<file path="src/rtl/vseq_pkg.sv">
// rtl/vseq_pkg.sv - shared types, default sizes and vector pack helpers for vector_sequencer
package vseq_pkg;
    typedef enum logic [1:0] {IDLE, APPLY, CHECK, DONE} vseq_state_t;

    localparam int IN_W_DEF  = 3;
    localparam int OUT_W_DEF = 1;
    localparam int DEPTH_DEF = 16;

    // A table entry is {inputs, expected} with the stimulus in the MSBs.
    function automatic logic [IN_W_DEF+OUT_W_DEF-1:0] vseq_pack(
        input logic [IN_W_DEF-1:0]  vin,
        input logic [OUT_W_DEF-1:0] vexp
    );
        return {vin, vexp};
    endfunction

    function automatic logic [IN_W_DEF-1:0] vseq_inputs(input logic [IN_W_DEF+OUT_W_DEF-1:0] v);
        return v[IN_W_DEF+OUT_W_DEF-1:OUT_W_DEF];
    endfunction

    function automatic logic [OUT_W_DEF-1:0] vseq_expected(input logic [IN_W_DEF+OUT_W_DEF-1:0] v);
        return v[OUT_W_DEF-1:0];
    endfunction
endpackage

</file>
<file path="src/rtl/vector_sequencer_if.sv">
// rtl/vector_sequencer_if.sv - control, load, status and DUT-side signals of vector_sequencer
interface vector_sequencer_if
    import vseq_pkg::*;
#(
    parameter int IN_W  = IN_W_DEF,
    parameter int OUT_W = OUT_W_DEF,
    parameter int DEPTH = DEPTH_DEF
);
    localparam int ADDR_W = $clog2(DEPTH);
    localparam int CNT_W  = $clog2(DEPTH + 1);

    logic                  load_valid;
    logic [IN_W+OUT_W-1:0] load_data;
    logic                  load_ready;
    logic                  clear;
    logic                  start;
    logic                  abort;
    logic [IN_W-1:0]       dut_in;
    logic [OUT_W-1:0]      dut_out;
    logic                  busy;
    logic                  done;
    logic                  pass;
    logic                  err_pulse;
    logic [CNT_W-1:0]      err_count;
    logic [ADDR_W-1:0]     first_err_idx;
    logic                  first_err_valid;
    logic [CNT_W-1:0]      vec_count;

    // The master side is the host plus the function block under test.
    modport master (
        output load_valid, load_data, clear, start, abort, dut_out,
        input  load_ready, dut_in, busy, done, pass, err_pulse,
               err_count, first_err_idx, first_err_valid, vec_count
    );

    modport slave (
        input  load_valid, load_data, clear, start, abort, dut_out,
        output load_ready, dut_in, busy, done, pass, err_pulse,
               err_count, first_err_idx, first_err_valid, vec_count
    );
endinterface

</file>
<file path="src/rtl/vseq_vector_mem.sv">
// rtl/vseq_vector_mem.sv - vector table: one synchronous write port, one combinational read port
module vseq_vector_mem
    import vseq_pkg::*;
#(
    parameter int W      = IN_W_DEF + OUT_W_DEF,
    parameter int DEPTH  = DEPTH_DEF,
    parameter int ADDR_W = $clog2(DEPTH)
) (
    input  logic              clk,
    input  logic              i_we,
    input  logic [ADDR_W-1:0] i_waddr,
    input  logic [W-1:0]      i_wdata,
    input  logic [ADDR_W-1:0] i_raddr,
    output logic [W-1:0]      o_rdata
);
    logic [W-1:0] r_mem [DEPTH];

    always_ff @(posedge clk) begin
        if (i_we) begin
            r_mem[i_waddr] <= i_wdata;
        end
    end

    assign o_rdata = r_mem[i_raddr];
endmodule

</file>
<file path="src/rtl/vector_sequencer.sv">
// rtl/vector_sequencer.sv - applies stored vectors to a combinational DUT and tallies mismatches
module vector_sequencer
    import vseq_pkg::*;
#(
    parameter int IN_W   = IN_W_DEF,
    parameter int OUT_W  = OUT_W_DEF,
    parameter int DEPTH  = DEPTH_DEF,
    parameter int ADDR_W = $clog2(DEPTH),
    parameter int CNT_W  = $clog2(DEPTH + 1)
) (
    input logic          clk,
    input logic          reset,
    vector_sequencer_if.slave bus
);
    vseq_state_t           r_state;
    logic [ADDR_W-1:0]     r_idx;
    logic [CNT_W-1:0]      r_vec_count;
    logic [CNT_W-1:0]      r_err_count;
    logic [IN_W-1:0]       r_dut_in;
    logic [OUT_W-1:0]      r_exp;
    logic                  r_busy;
    logic                  r_done;
    logic                  r_pass;
    logic [ADDR_W-1:0]     r_first_err_idx;
    logic                  r_first_err_valid;

    logic                  w_idle_like;
    logic                  w_load_ready;
    logic                  w_start_fire;
    logic                  w_load_fire;
    logic                  w_mismatch;
    logic                  w_last;
    logic [ADDR_W-1:0]     w_rd_addr;
    logic [IN_W+OUT_W-1:0] w_rd_data;

    assign w_idle_like  = (r_state == IDLE) || (r_state == DONE);
    assign w_load_ready = w_idle_like && (r_vec_count < CNT_W'(DEPTH));
    assign w_start_fire = w_idle_like && bus.start && !bus.clear && (r_vec_count != '0);
    assign w_load_fire  = w_load_ready && bus.load_valid && !bus.clear && !w_start_fire;
    assign w_mismatch   = (r_state == CHECK) && (bus.dut_out != r_exp);
    assign w_last       = (CNT_W'(r_idx) == (r_vec_count - CNT_W'(1)));

    // The read port always looks one vector ahead: entry 0 before a run, idx+1 while checking,
    // so stimulus and its expected value are latched together when they are applied.
    assign w_rd_addr = (r_state == CHECK) ? (r_idx + ADDR_W'(1)) : '0;

    vseq_vector_mem #(
        .W      (IN_W + OUT_W),
        .DEPTH  (DEPTH),
        .ADDR_W (ADDR_W)
    ) u_mem (
        .clk     (clk),
        .i_we    (w_load_fire),
        .i_waddr (r_vec_count[ADDR_W-1:0]),
        .i_wdata (bus.load_data),
        .i_raddr (w_rd_addr),
        .o_rdata (w_rd_data)
    );

    always_ff @(posedge clk or posedge reset) begin
        if (reset) begin
            r_state           <= IDLE;
            r_idx             <= '0;
            r_vec_count       <= '0;
            r_err_count       <= '0;
            r_dut_in          <= '0;
            r_exp             <= '0;
            r_busy            <= 1'b0;
            r_done            <= 1'b0;
            r_pass            <= 1'b0;
            r_first_err_idx   <= '0;
            r_first_err_valid <= 1'b0;
        end else begin
            case (r_state)
                IDLE, DONE: begin
                    if (bus.clear) begin
                        r_vec_count <= '0;
                        r_state     <= IDLE;
                        r_done      <= 1'b0;
                        r_pass      <= 1'b0;
                    end else if (w_start_fire) begin
                        r_idx             <= '0;
                        r_err_count       <= '0;
                        r_first_err_valid <= 1'b0;
                        r_dut_in          <= w_rd_data[IN_W+OUT_W-1:OUT_W];
                        r_exp             <= w_rd_data[OUT_W-1:0];
                        r_state           <= APPLY;
                        r_busy            <= 1'b1;
                        r_done            <= 1'b0;
                        r_pass            <= 1'b0;
                    end else if (w_load_fire) begin
                        r_vec_count <= r_vec_count + CNT_W'(1);
                        r_state     <= IDLE;
                        r_done      <= 1'b0;
                        r_pass      <= 1'b0;
                    end
                end
                APPLY: begin
                    if (bus.abort) begin
                        r_state <= IDLE;
                        r_busy  <= 1'b0;
                        r_done  <= 1'b0;
                    end else begin
                        r_state <= CHECK;
                    end
                end
                CHECK: begin
                    if (bus.abort) begin
                        r_state <= IDLE;
                        r_busy  <= 1'b0;
                        r_done  <= 1'b0;
                    end else begin
                        if (w_mismatch) begin
                            r_err_count <= r_err_count + CNT_W'(1);
                            if (!r_first_err_valid) begin
                                r_first_err_idx   <= r_idx;
                                r_first_err_valid <= 1'b1;
                            end
                        end
                        if (w_last) begin
                            r_state <= DONE;
                            r_busy  <= 1'b0;
                            r_done  <= 1'b1;
                            r_pass  <= (r_err_count == '0) && !w_mismatch;
                        end else begin
                            r_idx    <= r_idx + ADDR_W'(1);
                            r_dut_in <= w_rd_data[IN_W+OUT_W-1:OUT_W];
                            r_exp    <= w_rd_data[OUT_W-1:0];
                            r_state  <= APPLY;
                        end
                    end
                end
                default: r_state <= IDLE;
            endcase
        end
    end

    assign bus.load_ready      = w_load_ready;
    assign bus.dut_in          = r_dut_in;
    assign bus.busy            = r_busy;
    assign bus.done            = r_done;
    assign bus.pass            = r_pass;
    assign bus.err_pulse       = w_mismatch;
    assign bus.err_count       = r_err_count;
    assign bus.first_err_idx   = r_first_err_idx;
    assign bus.first_err_valid = r_first_err_valid;
    assign bus.vec_count       = r_vec_count;
endmodule

</file>
<file path="src/flat_wrapper.sv">
// flat-port wrapper written by rule: the top's interface ports become plain ports
module vector_sequencer_flat import vseq_pkg::*;
#(
    parameter int IN_W   = IN_W_DEF,
    parameter int OUT_W  = OUT_W_DEF,
    parameter int DEPTH  = DEPTH_DEF,
    parameter int ADDR_W = $clog2(DEPTH),
    parameter int CNT_W  = $clog2(DEPTH + 1)
)
  (clk, reset, bus_load_valid, bus_load_data, bus_clear, bus_start, bus_abort, bus_dut_out, bus_load_ready, bus_dut_in, bus_busy, bus_done, bus_pass, bus_err_pulse, bus_err_count, bus_first_err_idx, bus_first_err_valid, bus_vec_count);
  vector_sequencer_if #(.IN_W(IN_W), .OUT_W(OUT_W), .DEPTH(DEPTH)) bus_i ();
  input logic clk;
  input logic reset;
  input wire logic [$bits(bus_i.load_valid)-1:0] bus_load_valid;
  input wire logic [$bits(bus_i.load_data)-1:0] bus_load_data;
  input wire logic [$bits(bus_i.clear)-1:0] bus_clear;
  input wire logic [$bits(bus_i.start)-1:0] bus_start;
  input wire logic [$bits(bus_i.abort)-1:0] bus_abort;
  input wire logic [$bits(bus_i.dut_out)-1:0] bus_dut_out;
  output wire logic [$bits(bus_i.load_ready)-1:0] bus_load_ready;
  output wire logic [$bits(bus_i.dut_in)-1:0] bus_dut_in;
  output wire logic [$bits(bus_i.busy)-1:0] bus_busy;
  output wire logic [$bits(bus_i.done)-1:0] bus_done;
  output wire logic [$bits(bus_i.pass)-1:0] bus_pass;
  output wire logic [$bits(bus_i.err_pulse)-1:0] bus_err_pulse;
  output wire logic [$bits(bus_i.err_count)-1:0] bus_err_count;
  output wire logic [$bits(bus_i.first_err_idx)-1:0] bus_first_err_idx;
  output wire logic [$bits(bus_i.first_err_valid)-1:0] bus_first_err_valid;
  output wire logic [$bits(bus_i.vec_count)-1:0] bus_vec_count;
  assign bus_i.load_valid = bus_load_valid;
  assign bus_i.load_data = bus_load_data;
  assign bus_i.clear = bus_clear;
  assign bus_i.start = bus_start;
  assign bus_i.abort = bus_abort;
  assign bus_i.dut_out = bus_dut_out;
  assign bus_load_ready = bus_i.load_ready;
  assign bus_dut_in = bus_i.dut_in;
  assign bus_busy = bus_i.busy;
  assign bus_done = bus_i.done;
  assign bus_pass = bus_i.pass;
  assign bus_err_pulse = bus_i.err_pulse;
  assign bus_err_count = bus_i.err_count;
  assign bus_first_err_idx = bus_i.first_err_idx;
  assign bus_first_err_valid = bus_i.first_err_valid;
  assign bus_vec_count = bus_i.vec_count;
  vector_sequencer #(.IN_W(IN_W), .OUT_W(OUT_W), .DEPTH(DEPTH), .ADDR_W(ADDR_W), .CNT_W(CNT_W)) u_core (.clk(clk), .reset(reset), .bus(bus_i));
endmodule
</file>
<file path="config.mk">
export PLATFORM = sky130hd
export DESIGN_NAME = vector_sequencer_flat
export DESIGN_NICKNAME = d
export VERILOG_FILES = /design/src/rtl/vseq_pkg.sv /design/src/rtl/vector_sequencer_if.sv /design/src/rtl/vseq_vector_mem.sv /design/src/rtl/vector_sequencer.sv /design/src/flat_wrapper.sv
export SDC_FILE = /design/constraint.sdc
export NUM_CORES = 1
export LEC_CHECK = 0
export BUFFER_PORTS_ARGS = -buffer_cell sky130_fd_sc_hd__buf_2
export CORE_ASPECT_RATIO = 0.5
export CORE_MARGIN = 10
export CORE_UTILIZATION = 40
export CTS_CLUSTER_DIAMETER = 120
export DETAILED_ROUTE_END_ITERATION = 8
export GPL_TIMING_DRIVEN = 0
export PLACE_DENSITY = 0.69
export SYNTH_ARGS = -nofsm -noshare
export SYNTH_HDL_FRONTEND = slang
export SYNTH_SLANG_ARGS = --single-unit
</file>
<file path="constraint.sdc">
create_clock -name clk -period 2.3 [get_ports clk]
set_input_delay 0.23 -clock clk [delete_from_list [all_inputs] [get_ports clk]]
set_output_delay 0.23 -clock clk [all_outputs]
set_load 0.01 [all_outputs]
</file>
======== Word-level counts from Yosys, hierarchy flattened ========
Memories as Yosys holds them, arrays and structs flattened.
Cells that the tools add are included.
operators by class
  add/sub/neg operators ................... 4
  order comparisons ....................... 1
  equality and inequality tests ........... 15
  mux-type cells .......................... 53
  bitwise logic cells ..................... 2
  reductions and logical operators ........ 26
operators with widths
  cell                                                    count
  2-to-1 mux 5 bit                                        7
  2-to-1 mux 1 bit                                        22
  2-to-1 mux 4 bit                                        5
  2-to-1 mux 2 bit                                        6
  2-to-1 mux 3 bit                                        4
  AND reduction 4 bit                                     3
  adder 5 x 1 -> 5 bit (second input constant)            2
  inequality test 2 bit (second input constant)           5
  one-hot mux 5 bit (2 select lines)                      1
  AND reduction 5 bit                                     2
  logical AND 1 bit                                       9
  one-hot mux 4 bit (2 select lines)                      1
  inequality test 2 x 1 -> 1 bit (second input constant)  3
  one-hot mux 1 bit (2 select lines)                      3
  one-hot mux 1 bit (3 select lines)                      2
  one-hot mux 2 bit (3 select lines)                      1
  one-hot mux 3 bit (2 select lines)                      1
  AND reduction 3 bit                                     2
  equality test 4 x 5 -> 1 bit                            1
  logical NOT 5 bit                                       1
  < comparator 5 bit (second input constant)              1
  nonzero test 5 bit                                      1
  subtractor 5 x 1 -> 5 bit (second input constant)       1
  adder 4 x 1 -> 4 bit (second input constant)            1
  other kinds (11)                                        16
word-level totals
  register bits ........................... 28
  RAM bits ................................ 64
  bits of input ports ..................... 11
  memories ................................ 1
memory list
  name                depth  width  read ports  clocked after Yosys merged registers in  write ports  RTL line               text
  u_core.u_mem.r_mem  16     4      1           0                                        1            vseq_vector_mem.sv:16  logic [W-1:0] r_mem [DEPTH];

======== Depth between registers and ports, before layout ========
Gate-level depths: netlist of the first run.
  depth after elaboration ................. 11
  gate-level depth with buffers ........... 9
  mapped depth without buffers ............ 7

======== Hierarchy ========
From an unflattened synthesis of the first run, not the netlist that was laid out.
second synthesis, totals
  cells, all modules ...................... 268
  area, all modules ....................... 4,282.9 um^2
by module, submodules not included
  module            instances  cells an instance  area each (um^2)  sequential area each (um^2)
  vseq_vector_mem   1          126                2,586.2           1,921.8
  vector_sequencer  1          142                1,696.6           700.7

======== Least setup slack after synthesis of the first run ========
Ideal clock, no wire load.
  kind .................................... register to register
  start point ............................. register u_core.r_vec_count[0] (netlist: u_core.bus.vec_count[0])
  end point ............................... memory u_core.u_mem.r_mem[10][0] (netlist name), enable pin
  library setup time ...................... 0.309 ns
  data arrival time ....................... 2.102 ns
  path slack .............................. -0.111 ns
  stages on the path, launching flop included .. 8
  period minus slack after synthesis ...... 2.411 ns
  cells stage by stage .................... dfrtp_1 > inv_1 > ha_1 > or3b_1 > a21oi_1 > nand2_1 > nor3b_1 > and2_1
between the ends
  longest elaborated chain between the ends .. 7
  elaborated cells between the ends (all ways) .. 10
  those cells by class .................... order compare (1); mux (2); reduce/logical (7)
ends and longest elaborated chain
  element                                 RTL line                text
  start: declaration                      vector_sequencer.sv:17  logic [CNT_W-1:0] r_vec_count;
  start signal: assignment                vector_sequencer.sv:92  r_vec_count <= r_vec_count + CNT_W'(1);
  < comparator 5 bit                      vector_sequencer.sv:37  assign w_load_ready = w_idle_like && (r_vec_count < CNT_W'(DEPTH));
  logical AND 1 bit                       vector_sequencer.sv:37
  logical AND 1 bit (3 in a row)          vector_sequencer.sv:39  assign w_load_fire = w_load_ready && bus.load_valid && !bus.clear && !w_start_fire;
  2-to-1 mux 1 bit                        vseq_vector_mem.sv:19   if (i_we) begin
  2-to-1 mux 1 bit (not written as such)  vseq_vector_mem.sv:20   r_mem[i_waddr] <= i_wdata;
  end: declaration                        vseq_vector_mem.sv:16
Several ways; a longest one is shown, not always the timed one.

======== Worst setup path in the final report of the first run ========
  start point ............................. register u_core.r_vec_count[1] (netlist: u_core.bus.vec_count[1])
  end point ............................... memory u_core.u_mem.r_mem[9][2] (netlist name), enable pin
Same word-level chain as after synthesis.

==> qor.csv, run 1 <==
stage,metric,value,unit
die,rows,26,
clock_network,cts_buffers,9,
global_route,grt_pass1_wl,15.8,mm
worst_setup_path,cp_max_fo,7,
placement,io_buffers,32,
detailed_routing,vias_per_cell,5.48,
worst_setup_path,regToRegEndpoint,u_core.u_mem.r_mem[9][2],
detailed_routing,first_pass_iters,4,
detailed_routing,drtAntennaViolNets,0,
worst_setup_path,critPathCaptureType,flip-flop,
worst_setup_path,path_cells,inv_2 -> ha_4 -> or3b_4 -> a21oi_4 -> nand2_4 -> nor3b_4 -> and2_4,
die,io-pin-count,34,
clock_network,clk_path_buf_depth,2,
detailed_routing,drt-total-wl,9.72,mm
worst_setup_path,crit_arrival,2330,ps
timing,fmax,442,MHz
synthesis,synth_xor_area_share,2.04,%
timing,fin_crit_sh,98.4,%
global_route,grtUsageTotal,12.7,%
die,dieWidth,166,um
cells_and_area,num-nets-final,401,
synthesis,yosys.area_share.simple,11.7,%
synthesis,yosys-mux-area-fraction,5.73,%
pwr,vdd_ir_drop_max,0.446,mV
worst_setup_path,path_buf_inv,1,
synthesis,synth_seq_cells,92,
worst_setup_path,cp-start-kind,flip-flop,
detailed_routing,drc,0,
global_route,antenna_found_initial,0,
synthesis,syn_area,4280,um^2
clock_network,path_clk_slew,70,ps
global_route,grt_max_degree,29,
pwr,p_leak,1.91,nW
synthesis,synth_adder_area_share,2.63,%
timing,rsz0062_at_grt,true,
timing,tns,0,ps
job,drv_cap,0,
global_route,grt-ovfl-total,0,
outcome,outcome,"complete, no violations",
cells_and_area,final_cell_mix,"edfxtp_1 (64), buf_2 (36), dfrtp_1 (26)",
detailed_routing,drt-wirelength-per-cell,18.5,um
worst_setup_path,slowest_delay,460,ps
clock_network,cts_sinks,92,
pwr,power_density,875,nW/um^2
cells_and_area,syn2layout_area_growth,18.2,%
cells_and_area,fin_cells,526,
synthesis,synth-edff-count,64,
synthesis,synth_top_family_by_area,compound AO/OA/AOI/OAI gates,
cells_and_area,postLayoutCellArea,5060,um^2
worst_setup_path,r2r-start,u_core.bus.vec_count[1],
worst_setup_path,slowest_stage,dfrtp_2,
synthesis,synth_compound_area_share,13.6,%
synthesis,syn_area_per_cell,12.9,um^2
synthesis,ys_seq_area_share,61.2,%
timing,relSlewSlack,26.4,%
worst_setup_path,crit_cells,7,
timing,hold_viol_final,0,
die,dieArea,15500,um^2
synthesis,ys_warn_count,0,
synthesis,async_reset_ff_share,30.4,%
clock_network,htree_levels,3,
timing,setup_viol,0,
placement,gp_congestion,0.792,
timing,maxSlewViolCount,0,
worst_setup_path,reg2regPathDepth,7,
die,die_h,93.2,um
synthesis,syn_inst,333,
synthesis,ys_types,53,
timing,tightest_slew,1100,ps
hold_path,hold_class,in -> async,
worst_setup_path,r2r_slack,40,ps
clock_network,insertion_delay,340,ps
clock_network,cts_tree,built,
clock_network,cts_root_buf,clkbuf_16,
synthesis,syn-num-nets,353,
global_route,first_global_vias,2896,
placement,placed_area,4630,um^2
placement,dp.cells,505,
die,start_util,41.5,%
die,core-area,10300,um^2
synthesis,ys.flop_type,edfxtp_1,
placement,hpwl,6.85,mm
worst_setup_path,crit_type,reg -> reg,
detailed_routing,drtIter0Drc,276,
timing,period_needed,2260,ps
worst_setup_path,critPathRequiredTime,2360,ps
cells_and_area,drive_gt1_share,26.9,%
timing,fin_skew,4.61,ps
cells_and_area,antennaDiodeCount,0,
worst_setup_path,path_delay_family,simple AND/OR/NAND/NOR gates,
detailed_routing,num_vias,2882,
cells_and_area,final_common_cell,edfxtp_1,
-- registers in the layout (all words and copies together) (netlist names), 2 cells and up --
signal,count
u_core.bus.first_err_idx,4
u_core.bus.vec_count,5
u_core.r_idx,4
u_core.r_state,2
u_core.bus.dut_in,3
u_core.u_mem.r_mem,64
u_core.bus.err_count,5
-- metrics by stage --
stage               util, %  worst slack (ps)  hold slack [ps]  power (W)
global placement       44.9              -442              468    0.00287
global route           49.1             -59.1              272    0.00463
CTS                    48.6              2.38              196    0.00441
detailed placement     44.9              -510              479    0.00288
finish                 49.1              36.0              155    0.00443
floorplan                 -             -7.67              295    0.00259
-- metal layers --
metal	global-route usage, %	share of wire [%]	vias to the layer above
li1	-	-	1364
met1	16.7	48	1421
met2	19.1	44	78
met3	3.43	5.7	19
met4	6.03	2.1	0
met5	0	0	-
-- area by class of cell --
class / count / area, um^2
plain buffers: 15 / 86.3
clock buffers: 9 / 225
clock inverters: 7 / 70.1
fillers: 869 / 5250
inverters: 14 / 52.6
multi-input cells: 211 / 1620
flip-flops and latches: 92 / 2630
well taps: 140 / 175
repair buffers: 38 / 205
-- cells in the mapped netlist (3+ instances only) --
cell | number | share of area, %
a21oi_1 | 17 | 2.0
and2_1 | 17 | 2.5
a31oi_1 | 3 | 0.44
xor2_1 | 6 | 1.2
mux2i_1 | 11 | 2.6
o211ai_1 | 6 | 1.1
a221o_1 | 5 | 1.2
clkbuf_1 | 8 | 0.70
edfxtp_1 | 64 | 45
dfrtp_1 | 28 | 16
nand2b_1 | 5 | 0.73
mux2_2 | 6 | 1.6
o221a_2 | 3 | 0.79
nand2_1 | 16 | 1.4
a22oi_1 | 3 | 0.53
ha_1 | 9 | 2.6
nand4_1 | 3 | 0.44
o21ai_0 | 14 | 1.6
and3_1 | 8 | 1.2
buf_2 | 5 | 0.58
nand3_1 | 4 | 0.47
nor3_1 | 4 | 0.47
o22ai_1 | 7 | 1.0
inv_1 | 14 | 1.2
xnor2_1 | 4 | 0.82
nor2_1 | 17 | 1.5
nor2b_1 | 7 | 1.0
a22o_1 | 3 | 0.61
a221oi_1 | 3 | 0.61
mux4_2 | 3 | 1.6
o221ai_1 | 3 | 0.61
-- worst max path at each step --
stage	startpoint	endpoint
3_5_place_dp	u_core.bus.vec_count[0]	u_core.u_mem.r_mem[8][1]
4_1_cts	u_core.r_state[0]	u_core.bus.dut_in[2]
6_report	u_core.bus.vec_count[1]	u_core.u_mem.r_mem[9][2]
2_1_floorplan	u_core.bus.vec_count[0]	u_core.u_mem.r_mem[8][0]
5_1_grt	u_core.bus.vec_count[1]	u_core.u_mem.r_mem[9][2]
3_3_place_gp	u_core.bus.vec_count[0]	u_core.u_mem.r_mem[8][3]
-- what timing repair did --
action	in CTS	in global routing
hold buffers	0	0
pin swaps	4	8
setup endpoints to repair	82	57
setup buffers	2	4
gates resized for setup	23	12
-- kinds of logic (layout without fill, tap and decap cells) --
family,Yosys count,in the layout
flip-flops,92,92
AO/OA/AOI/OAI,80,80
multiplexers,20,20
XOR/XNOR,10,10
adder cells (fa/ha/maj),9,9
AND/OR/NAND/NOR,92,92
buffers and inverters,30,83
-- report_power, final --
group	switching (W)	total, W	internal, W
logic	0.000600	0.00103	0.000430
registers	0.0000771	0.00196	0.00189
clock network	0.000678	0.00144	0.000761
Note: power is estimated with default switching activity, not from simulation.
==> run 2, diff against run 1 <==
--- a/config.mk
+++ b/config.mk
@@ -12,6 +12,7 @@
 export CTS_CLUSTER_DIAMETER = 120
 export DETAILED_ROUTE_END_ITERATION = 8
 export GPL_TIMING_DRIVEN = 0
+export MAX_ROUTING_LAYER = met4
 export PLACE_DENSITY = 0.69
 export SYNTH_ARGS = -nofsm -noshare
 export SYNTH_HDL_FRONTEND = slang
==> qor.csv, run 2 (same netlist as run 1, synthesis figures left out) <==
stage,metric,value,unit,change
detailed_routing,drtAntennaViolNets,0,,unchanged
worst_setup_path,crit_type,reg -> reg,,
detailed_routing,drtIter0Drc,284,,+2.9%
detailed_routing,vias_per_cell,5.47,,-0.16%
placement,placed_area,4630,um^2,unchanged
worst_setup_path,cp-start-kind,flip-flop,,
timing,tns,0,ps,unchanged
clock_network,cts_hold_buf,0,,unchanged
timing,fin_skew,4.15,ps,-0.459 ps
die,dieArea,15500,um^2,unchanged
global_route,grt_max_degree,29,,unchanged
timing,rsz0062_at_grt,true,,
die,rows,26,,unchanged
pwr,seq_power_share,44.3,%,about the same
cells_and_area,top_register,u_core.u_mem.r_mem,,
timing,relSlewSlack,27.0,%,+0.58 points
placement,gp_congestion,0.804,,+1.4%
die,die_h,93.2,um,unchanged
clock_network,clk_path_buf_depth,2,,unchanged
job,drv_cap,0,,unchanged
global_route,grt-ovfl-total,0,,unchanged
timing,setup_viol,0,,unchanged
cells_and_area,drive_gt1_share,26.8,%,-0.19 points
cells_and_area,fin_util,49.1,%,about the same
placement,io_buffers,32,,unchanged
timing,fin_crit_sh,97.3,%,-1.1 points
timing,fin_hold_ws,151,ps,-4.05 ps
worst_setup_path,critPathCaptureType,flip-flop,,
pwr,switchingPower,0.00135,W,-0.60%
pwr,internal_power,0.00307,W,-0.12%
detailed_routing,drt-wirelength-per-cell,18.4,um,-0.59%
cells_and_area,antennaDiodeCount,0,,unchanged
global_route,grtUsageTotal,13.0,%,+0.37 points
worst_setup_path,reg2regPathDepth,7,,unchanged
hold_path,hold_class,in -> async,,
die,start_util,41.5,%,unchanged
worst_setup_path,slowest_stage,dfrtp_2,,
detailed_routing,drc,0,,unchanged
timing,period_needed,2240,ps,-25.1 ps
timing,maxSlewViolCount,0,,unchanged
cells_and_area,postLayoutCellArea,5060,um^2,about the same
cells_and_area,final_common_cell,edfxtp_1,,
clock_network,cts_sinks,92,,unchanged
cells_and_area,largest_reg_flops,64,,unchanged
pwr,clock_power_share,32.4,%,about the same
cells_and_area,final_cell_mix,"edfxtp_1 (64), buf_2 (35), dfrtp_1 (26)",,
pwr,vdd_ir_drop_max,0.448,mV,+0.52%
worst_setup_path,regToRegEndpoint,u_core.u_mem.r_mem[9][0],,
outcome,outcome,"complete, no violations",,
cells_and_area,num-nets-final,400,,-0.25%
timing,tightest_slew,1090,ps,-8.72 ps
clock_network,htree_levels,3,,unchanged
worst_setup_path,path_cells,inv_2 -> ha_4 -> or3b_4 -> a21oi_4 -> nand2_4 -> nor3b_4 -> and2_4,,
detailed_routing,first_pass_iters,4,,unchanged
pwr,swShare,30.5,%,-0.10 points
worst_setup_path,path_delay_family,simple AND/OR/NAND/NOR gates,,
detailed_routing,drt-total-wl,9.65,mm,-0.78%
clock_network,cts_root_buf,clkbuf_16,,
worst_setup_path,slowest_delay,440,ps,-20 ps
cells_and_area,syn2layout_area_growth,18.3,%,about the same
worst_setup_path,r2r-start,u_core.bus.vec_count[1],,
detailed_routing,num_vias,2872,,-0.35%
pwr,combPwrFrac,23.3,%,about the same
timing,hold_viol_final,0,,unchanged
placement,hpwl,6.85,mm,unchanged
clock_network,cts_tree,built,,
clock_network,cts_buffers,9,,unchanged
pwr,power_density,872,nW/um^2,-0.32%
die,core-area,10300,um^2,unchanged
cells_and_area,num-fill-cells,863,,-0.69%
worst_setup_path,critPathRequiredTime,2360,ps,about the same
pwr,p_leak,1.90,nW,-0.36%
timing,fmax,447,MHz,+1.1%
worst_setup_path,r2r_slack,60,ps,+30 ps
die,io-pin-count,34,,unchanged
worst_setup_path,path_buf_inv,1,,unchanged
die,dieWidth,166,um,unchanged
global_route,antenna_found_initial,0,,unchanged
worst_setup_path,crit_arrival,2300,ps,-30 ps
global_route,grt_pass1_wl,15.8,mm,about the same
global_route,first_global_vias,2899,,+0.10%
clock_network,insertion_delay,340,ps,about the same
worst_setup_path,cp_max_fo,5,,-2
clock_network,path_clk_slew,70,ps,about the same
## run 2: power groups by stage
stage | registers [W] | clock network [W] | logic [W]
6_report | 0.00196 | 0.00143 | 0.00103
5_1_grt | 0.00197 | 0.00155 | 0.00112
4_1_cts | 0.00196 | 0.00146 | 0.000983
3_5_place_dp | 0.00200 | 0 | 0.000877
3_3_place_gp | 0.00200 | 0 | 0.000865
2_1_floorplan | 0.00201 | 0 | 0.000573
## run 2: cell type report
cell class                 instances  area (um^2)  area share, %
tap                              140          175           3.46
clock inverter                     7         70.1           1.38
timing repair buffer              37          210           4.15
clock buffer                       9          225           4.45
multi-input combinational        211         1620           32.0
inverter                          14         52.6           1.04
buffer                            15         85.1           1.68
sequential                        92         2630           51.8
## run 2: layer usage
metal  track usage [%]  vias to the layer above  share of wire, %
li1                  -                     1360                 -
met5                 -                        -                 0
met3              3.43                       20               6.8
met1              16.7                     1403                47
met4              6.03                        0               2.2
met2              19.1                       89                44
## run 2: metrics by stage
step / worst slack, ps / instances / total power (W)
5_1_grt: -41.2 / 525 / 0.00463
4_1_cts: 2.38 / 523 / 0.00441
3_3_place_gp: -442 / 505 / 0.00287
6_report: 61.0 / 525 / 0.00442
2_1_floorplan: -7.67 / 333 / 0.00259
3_5_place_dp: -510 / 505 / 0.00288
## run 2: how the worst max path moves through the flow
stage / from / to / cells past startpoint
2_1_floorplan: u_core.bus.vec_count[0] / u_core.u_mem.r_mem[8][0] / 7
3_3_place_gp: u_core.bus.vec_count[0] / u_core.u_mem.r_mem[8][3] / 7
3_5_place_dp: u_core.bus.vec_count[0] / u_core.u_mem.r_mem[8][1] / 7
4_1_cts: u_core.r_state[0] / u_core.bus.dut_in[2] / 7
5_1_grt: u_core.bus.vec_count[1] / u_core.u_mem.r_mem[9][2] / 7
6_report: u_core.bus.vec_count[1] / u_core.u_mem.r_mem[9][0] / 7
## run 2: what timing repair did
action / 4_1_cts / 5_1_grt
setup buffers: 2 / 3
gates resized for setup: 23 / 11
pin swaps: 4 / 5
endpoints found under the setup margin: 82 / 57
## run 2: worst register-to-register path, stage by stage, from the launching register on
cell and delay (ps):
dfrtp_2 440, inv_2 90, ha_4 130, or3b_4 390
a21oi_4 220, nand2_4 110, nor3b_4 320, and2_4 240
